--- config.mk ---
export PLATFORM = sky130hd
export DESIGN_NAME = truth_table_sweeper
export DESIGN_NICKNAME = d
export VERILOG_FILES = /design/src/rtl/truth_table_sweeper_pkg.sv /design/src/rtl/sweep_hold_counter.sv /design/src/rtl/truth_table_sweeper.sv
export SDC_FILE = /design/constraint.sdc
export NUM_CORES = 1
export LEC_CHECK = 0
export BUFFER_PORTS_ARGS = -buffer_cell sky130_fd_sc_hd__buf_2
export CAP_MARGIN = 20
export CORE_UTILIZATION = 50
export DETAILED_ROUTE_END_ITERATION = 7
export GPL_TIMING_DRIVEN = 0
export PLACE_DENSITY = 0.71
export SYNTH_ARGS = -nofsm -noshare
export SYNTH_HDL_FRONTEND = slang
export SYNTH_SLANG_ARGS = --single-unit
export TNS_END_PERCENT = 50
--- constraint.sdc ---
create_clock -name clk -period 2.7 [get_ports clk]
set_clock_uncertainty 0.15 [all_clocks]
set_input_delay 0 -clock clk [delete_from_list [all_inputs] [get_ports clk]]
set_output_delay 0 -clock clk [all_outputs]
set_load 0.05 [all_outputs]
--- src/rtl/truth_table_sweeper_pkg.sv ---
// Shared types and helpers for the truth-table sweeper: FSM state encoding
// and the vector-count function used to size the expected truth table.
package truth_table_sweeper_pkg;

  typedef enum logic [1:0] {
    IDLE  = 2'd0,
    APPLY = 2'd1,
    DONE  = 2'd2
  } state_e;

  function automatic int unsigned n_vec(input int unsigned n_in);
    return 32'd1 << n_in;
  endfunction

endpackage

--- src/rtl/sweep_hold_counter.sv ---
// Modulo-HOLD dwell counter; wrap pulses during the last cycle of each hold
// window so the owner can sample and advance on that same edge.
module sweep_hold_counter #(
  parameter int HOLD = 20
) (
  input  logic clk,
  input  logic rst,
  input  logic clear,
  input  logic en,
  output logic wrap
);

  localparam int CNT_W = $clog2(HOLD) + 1;
  localparam logic [CNT_W-1:0] LAST = CNT_W'(HOLD - 1);

  logic [CNT_W-1:0] cnt_q;
  logic [CNT_W-1:0] cnt_d;

  assign wrap = en && (cnt_q == LAST);

  always_comb begin
    cnt_d = cnt_q;
    if (clear) begin
      cnt_d = '0;
    end else if (en) begin
      cnt_d = wrap ? '0 : cnt_q + CNT_W'(1);
    end
  end

  always_ff @(posedge clk) begin
    if (rst) begin
      cnt_q <= '0;
    end else begin
      cnt_q <= cnt_d;
    end
  end

endmodule

--- src/rtl/truth_table_sweeper.sv ---
// Exhaustive stimulus engine: walks every input vector in binary order, holds
// each for HOLD cycles, and scores the DUT response against EXPECT.
module truth_table_sweeper
  import truth_table_sweeper_pkg::*;
#(
  parameter int                        N_IN        = 3,
  parameter int                        HOLD        = 20,
  parameter logic [n_vec(N_IN)-1:0]    EXPECT      = '0,
  parameter bit                        STOP_ON_ERR = 1'b0
) (
  input  logic            clk,
  input  logic            rst,
  input  logic            start,
  input  logic            f_in,
  output logic [N_IN-1:0] vec_out,
  output logic            busy,
  output logic            done,
  output logic            pass,
  output logic [N_IN:0]   err_count,
  output logic [N_IN-1:0] first_err_idx,
  output logic            first_err_valid
);

  localparam int              NV       = n_vec(N_IN);
  localparam int              ERR_W    = N_IN + 1;
  localparam logic [N_IN-1:0] LAST_VEC = N_IN'(NV - 1);
  localparam logic [ERR_W-1:0] ERR_MAX = ERR_W'(NV);

  state_e            state_q, state_d;
  logic [N_IN-1:0]   vec_q, vec_d;
  logic [ERR_W-1:0]  err_q, err_d;
  logic [N_IN-1:0]   fidx_q, fidx_d;
  logic              fval_q, fval_d;

  logic wrap;
  logic mismatch;

  // The dwell counter is held at zero outside APPLY, so a new sweep always
  // starts with a full hold window for vector 0.
  sweep_hold_counter #(
    .HOLD (HOLD)
  ) u_hold (
    .clk   (clk),
    .rst   (rst),
    .clear (state_q != APPLY),
    .en    (state_q == APPLY),
    .wrap  (wrap)
  );

  assign mismatch = (f_in != EXPECT[vec_q]);

  always_comb begin
    state_d = state_q;
    vec_d   = vec_q;
    err_d   = err_q;
    fidx_d  = fidx_q;
    fval_d  = fval_q;

    case (state_q)
      IDLE, DONE: begin
        if (start) begin
          state_d = APPLY;
          vec_d   = '0;
          err_d   = '0;
          fval_d  = 1'b0;
        end
      end

      APPLY: begin
        if (wrap) begin
          if (mismatch) begin
            if (err_q != ERR_MAX) begin
              err_d = err_q + ERR_W'(1);
            end
            if (!fval_q) begin
              fidx_d = vec_q;
              fval_d = 1'b1;
            end
          end
          // vec_out freezes on the final or failing vector so it can be inspected.
          if ((vec_q == LAST_VEC) || (mismatch && STOP_ON_ERR)) begin
            state_d = DONE;
          end else begin
            vec_d = vec_q + N_IN'(1);
          end
        end
      end

      default: begin
        state_d = IDLE;
      end
    endcase
  end

  always_ff @(posedge clk) begin
    if (rst) begin
      state_q <= IDLE;
      vec_q   <= '0;
      err_q   <= '0;
      fidx_q  <= '0;
      fval_q  <= 1'b0;
    end else begin
      state_q <= state_d;
      vec_q   <= vec_d;
      err_q   <= err_d;
      fidx_q  <= fidx_d;
      fval_q  <= fval_d;
    end
  end

  assign vec_out         = vec_q;
  assign busy            = (state_q == APPLY);
  assign done            = (state_q == DONE);
  assign pass            = (state_q == DONE) && (err_q == '0);
  assign err_count       = err_q;
  assign first_err_idx   = fidx_q;
  assign first_err_valid = fval_q;

endmodule

[After elaboration in Yosys (flattened, before gate mapping)]
Memories as Yosys holds them, arrays and structs flattened. A register that Yosys moved wholly into a read port is not among the register bits.
Cells that the tools add are included.
Operators by class
  shift operators: 0
  reduce and logical (&&, ||, !) cells: 12
  bitwise logic cells: 1
  mux-type cells: 21
  div/mod/pow operators: 0
  add/sub/neg operators: 3
  magnitude comparators: 1
  multipliers: 0
  eq/ne operators: 13
Operator list (number)
  $mux W4: 4
  $mux W3: 5
  $ne A2 B2 Y1 const B: 6
  $reduce_and A4 Y1: 3
  $pmux W4 S2: 1
  $add A6 B1 Y6 const B: 1
  $eq A6 B5 Y1 const B: 1
  $mux W2: 3
  $mux W6: 1
  $pmux W3 S2: 1
  $reduce_and A5 Y1: 1
  $add A4 B1 Y4 const B: 1
  $logic_not A4 Y1: 1
  $lt A3 B4 Y1 const B: 1
  $mux W1: 4
  $ne A4 B4 Y1 const B: 1
  $pmux W2 S2: 1
  $reduce_or A2 Y1: 2
  $add A3 B1 Y3 const B: 1
  $eq A3 B3 Y1 const B: 1
  $reduce_and A3 Y1: 1
  $eq A2 B1 Y1 const B: 1
  $eq A2 B2 Y1 const B: 1
  $logic_and A1 B1 Y1: 2
  6 further kinds: 6
Word-level totals
  bits in writable memories: 0
  bits of input ports: 4
  output and inout port bits: 14
  latch bits: 0
  logic and storage cells: 58
  memory bits (read-only): 8
  bits in registers: 19
  memories kept: 1
Memories
  (name not given): depth 8, width 1, read ports 1, clocked after memory_dff 1, write ports 0, line truth_table_sweeper.sv:50  | assign mismatch = (f_in != EXPECT[vec_q]);

[Logic depth before layout (Yosys ltp)]
  depth after elaboration: 6
  depth in mapped cells: 6
  mapped depth without buffers: 6

[Hierarchy]
A second synthesis with hierarchy kept.
Second synthesis, totals
  cell total of the unflattened synthesis: 108
  area, all modules: 991.0 um^2
Modules (own cells, without submodules)
  truth_table_sweeper: area an instance 691.9 um^2, instances 1, cells an instance 76, sequential area each 260.2 um^2
  sweep_hold_counter: area an instance 299.0 um^2, instances 1, cells an instance 32, sequential area each 120.1 um^2

[Worst setup path after synthesis]
Ideal clock, no wire load.
  kind: register to output
  from: register err_q[0] (netlist: err_count[0])
  to: output pass
  slack: 0.142 ns
  path buffers: 0
  required time: 2.550 ns
  arrival: 2.408 ns
  stages on the path, launching flop included: 4
  cell sequence: dfxtp_1 inv_1 ha_1 nor4b_1
On the way
  word-level cells in the longest chain between the ends: 2
RTL lines
  start, declared: line truth_table_sweeper.sv:31  | logic [ERR_W-1:0] err_q, err_d;
  start signal, assigned: line truth_table_sweeper.sv:105  | err_q <= err_d;
  $logic_not A4 Y1: line truth_table_sweeper.sv:114  | assign pass = (state_q == DONE) && (err_q == '0);
  $logic_and A1 B1 Y1: line truth_table_sweeper.sv:114
  end, declared: line truth_table_sweeper.sv:18  | output logic pass,
No other way between the ends.

[Final worst setup path]
  from: register u_hold.cnt_q[0]
  to: register fval_q (netlist: first_err_valid)
On the way
  word-level cells in the longest chain between the ends: 4
RTL lines
  start, declared: line sweep_hold_counter.sv:16  | logic [CNT_W-1:0] cnt_q;
  start signal, assigned: line sweep_hold_counter.sv:34  | cnt_q <= cnt_d;
  $eq A6 B5 Y1: line sweep_hold_counter.sv:19  | assign wrap = en && (cnt_q == LAST);
  $logic_and A1 B1 Y1: line sweep_hold_counter.sv:19
  $ne A2 B2 Y1 (no line)
  $reduce_and A4 Y1 (no line)
  end signal, assigned: line truth_table_sweeper.sv:107  | fval_q <= fval_d;
  end, declared: line truth_table_sweeper.sv:33  | logic fval_q, fval_d;
No other way between the ends.
A chain may end at the register's enable or synchronous reset.

==> results <==
- For this design the ratio of total power to cell area is 421 nW/µm².
- The reg-to-reg endpoint is first_err_valid.
- The number of storage elements in the synthesis netlist is 19.
- Sorting the synthesized cells by area gives the leading types as dfxtp_1 (40%), ha_1 (6.6%), nor2_1 (6.3%).
- The final total power is 0.480 mW.
- STA classifies the critical path endpoint as a flip-flop.
- For hold timing, the worst endpoint is u_hold.cnt_q[0].
- The analysis attributes to cell leakage a power of 0.464 nW.
- The CTS tree is built.
- STA classifies the critical path startpoint as a flip-flop.
- The number of cell rows is 15.
- The final cycle utilization of the critical path is 79.3%.
- The depth of the worst register-to-register path is 6.
- The reported max-cap violation count is 0.
- The share of the synthesized area in the top cell type is 40.1%.
- The share of the core filled with cells in the final layout is 65.4%.
- The maximum root-to-sink buffer count is 2.
- Across all register-to-register paths, the minimum setup slack is 0.56 ns.
- The via count of the first global-routing pass is 674.
- Adding up every negative setup slack in the final design gives 0 ns.
- The share of post-route cells with drive strength above 1 is 20.6%.
- The final-report hold violation count is 0.
- For the worst setup path, the data required time is 2.80 ns.
- For the worst setup path, the data arrival time is 2.25 ns.
- The average wire length per cell after detail routing is 12.3 µm.
- At the pin with the least slew margin, the transition time is 0.480 ns.
- Of the synthesized area, sequential elements account for 40.1%.
- The area of the core region is 1750 µm².
- The number of I/O port buffers is 17.
- The maximum level of the CTS H-tree is 1.
- The clock period minus final worst setup slack is 2.14 ns.
- Once detail routing completed, the nets flagged for antenna violations numbered 0.
- The top fanout value on the critical path is 6.
- The mean number of vias per cell is 5.30.
- The die is 45.6 µm tall.
- The total met3 wirelength after detailed routing is 60 µm.
- At the end of routability-driven placement, the weighted congestion stood at 0.814.
- After detailed routing, the number of remaining DRC violations is 0.
- The worst register-to-register path begins at u_hold.cnt_q[0].
- After filler insertion, the fill cell instance count of the layout stands at 156.
- The cell count of the worst hold path is 1.
- The largest net degree at the start of global routing is 11.
- The tree is rooted in a clkbuf_4.
- Summed over all instances, the cell type with the most area after synthesis is dfxtp_1.
- The number of DRC markers in iteration 0 is 11.
- The HPWL after detailed placement is 1370 µm.
- The wire length of the first global-routing pass is 2900 µm.
- The detailed-routed wire length on met2 is 906 µm.
- For this run, the number of Yosys warnings is 0.
- The count of buffers added by post-CTS timing repair for setup is 0.
- Compared with the post-synthesis result, the final layout area differs by 20.3%.
- The die is 45.6 µm wide.
- Setup repair after global routing left no endpoint under its margin.
- The first detailed-routing pass ran for 4 iterations.
- The net count of the finished layout is 141.
- The worst IR drop on VDD is 328 µV.
- The storage element area is 380 µm².
- The total nets after synthesis is 114.
- In this run the count of I/O pins placed on the die edge is 18.
- The die covers 2070 µm².
- The number of max-slew violations in the final report was 0.
- Gates resized during post-CTS repair numbered 0.
- The type of the tightest min-delay check is reg -> reg.
- The initial cell density of the core is 54.3%.
- The area of the multi-input gates is 527 µm².
- Buffers inserted to repair hold after CTS numbered 5.
- The maximum operating frequency is 467 MHz.
- Clock tree synthesis inserted a total of 3 buffers.
- The global router's overall resource usage is 19.6%.
- Setup violations remaining at the end of the flow were counted as 0.
- The number of antenna violations at the first check in global routing is 0.
- The number of cells produced by synthesis is 105.
- After clock tree synthesis, the clock-pin slew on the worst setup and hold paths is 0.12 ns.
- Measured against its own limit, the worst slew margin works out to 68.0%.
- The wire length reported by the detailed router is 1910 µm.
- The count of antenna diodes in the layout is 0.
- A synthesized cell averages 9.03 µm².
- The total clock sinks is 19.
- After detailed routing, the wire length on met1 is 925 µm.
- The top layer reached by signal wires is met4.
- The worst setup path is of the reg -> reg kind.
- The worst hold path begins at u_hold.cnt_q[0].
- For this block, the via count after detailed routing is 827.
- The flow ran to the end, and the final reports show no timing, DRC or antenna violations.
- The clock latency on the worst-skew pair is 0.30 ns.
- The count of different cell masters after synthesis is 31.
- The cell area that synthesis handed to floorplanning was 948 µm².
- The total grt overflow is 0.
-- cells in the mapped netlist --
library cell,count
nor2_1,16
nor4_4,2
xnor2_1,2
nand4bb_4,1
a31oi_1,1
inv_1,5
ha_1,5
nand4_1,4
buf_2,3
a21oi_1,7
o21ai_0,1
dfxtp_1,19
nand3_1,4
nor4_1,1
nand2_1,8
nor4b_1,2
o21a_1,1
nor2b_1,1
a2bb2oi_1,1
and3_1,1
nor3_1,2
clkinv_1,1
o31a_1,1
mux2_2,1
clkbuf_1,1
or3_1,1
nand3b_1,2
a32oi_1,1
xor2_1,2
nand2b_1,4
mux2i_1,4
-- per-stage QoR --
step                cell area [µm²]  hold WS (ns)  setup WS [ns]  instances
detailed placement             1060        0.0689          0.858        147
floorplan                       948       -0.0806          0.142        105
CTS                            1140         0.333          0.543        156
global placement               1060        0.0759          0.886        147
finish                         1140         0.322          0.559        156
global route                   1140         0.366          0.393        156
-- area by class of cell --
type | instances | share of cell area (%)
repair buffers | 22 | 11.8
clock buffers | 4 | 2.30
plain buffers | 4 | 1.64
inverters | 6 | 1.97
multi-input cells | 76 | 46.2
well taps | 25 | 2.74
flip-flops and latches | 19 | 33.3
-- logic make-up (layout without fill, tap and decap cells) --
group / Yosys count / after routing / share of synthesized area (%)
xor gates and xnor gates: 4 / 4 / 3.69
and+or+nand+nor: 49 / 49 / 31.4
DFF: 19 / 19 / 40.1
muxes: 5 / 5 / 5.41
AOI/OAI and AO/OA: 13 / 13 / 8.44
adders and majority gates: 5 / 5 / 6.60
buffers and inverters: 10 / 36 / 4.35
-- per-layer routing --
layer | vias up | GRT usage, %
met5 | - | 0
met4 | 0 | 9.09
met3 | 4 | 2.38
met2 | 16 | 31.1
met1 | 387 | 26.3
li1 | 420 | -
-- worst max-delay path: stages (launching register included) --
cell and delay, ns:
dfxtp_1 0.38, ha_1 0.27, nand4bb_4 0.20, nor3_1 0.31, a21oi_1 0.12, nor3_1 0.12
dlygate4sd3_1 0.56
-- registers in the layout, indices dropped and copies added (netlist names) --
register         flops
u_hold.cnt_q         6
err_count            4
first_err_idx        3
vec_out              3
state_q              2
first_err_valid      1
-- how the worst max path moves through the flow --
stage                     slack, ns              end       startpoint  depth (start not counted)
after detailed placement       0.86       vec_out[0]       vec_out[0]                          5
final                          0.56  first_err_valid  u_hold.cnt_q[0]                          6
after CTS                      0.54  first_err_valid  u_hold.cnt_q[0]                          6
after global placement         0.89       vec_out[0]       vec_out[0]                          5
after floorplan                0.14             pass     err_count[0]                          3
after global routing           0.39     err_count[3]  u_hold.cnt_q[0]                          6
-- cells in the final DEF, fill, tap and decap left out --
cell	synthesis	layout
nand3b_1	2	2
mux2_2	1	1
nor4_4	2	2
xnor2_1	2	2
nor2_1	16	16
clkinv_1	1	1
dlygate4sd3_1	0	5
nand3_1	4	4
nand4bb_4	1	1
nor4b_1	2	2
nor2b_1	1	1
clkbuf_1	1	2
o31a_1	1	1
nand2b_1	4	4
a32oi_1	1	1
or3_1	1	1
nand4_1	4	4
o21ai_0	1	1
a21oi_1	7	7
inv_1	5	5
nand2_1	8	8
a31oi_1	1	1
o21a_1	1	1
xor2_1	2	2
mux2i_1	4	4
a2bb2oi_1	1	1
dfxtp_1	19	19
clkbuf_4	0	3
and3_1	1	1
nor4_1	1	1
ha_1	5	5
buf_2	3	20
nor3_1	2	2
-- where the power goes --
part	internal, mW	switching [mW]
clock	0.0575	0.0888
combinational	0.0150	0.0329
sequential	0.283	0.00281
total	0.356	0.124
No activity file was read; power rests on OpenSTA's default activity.
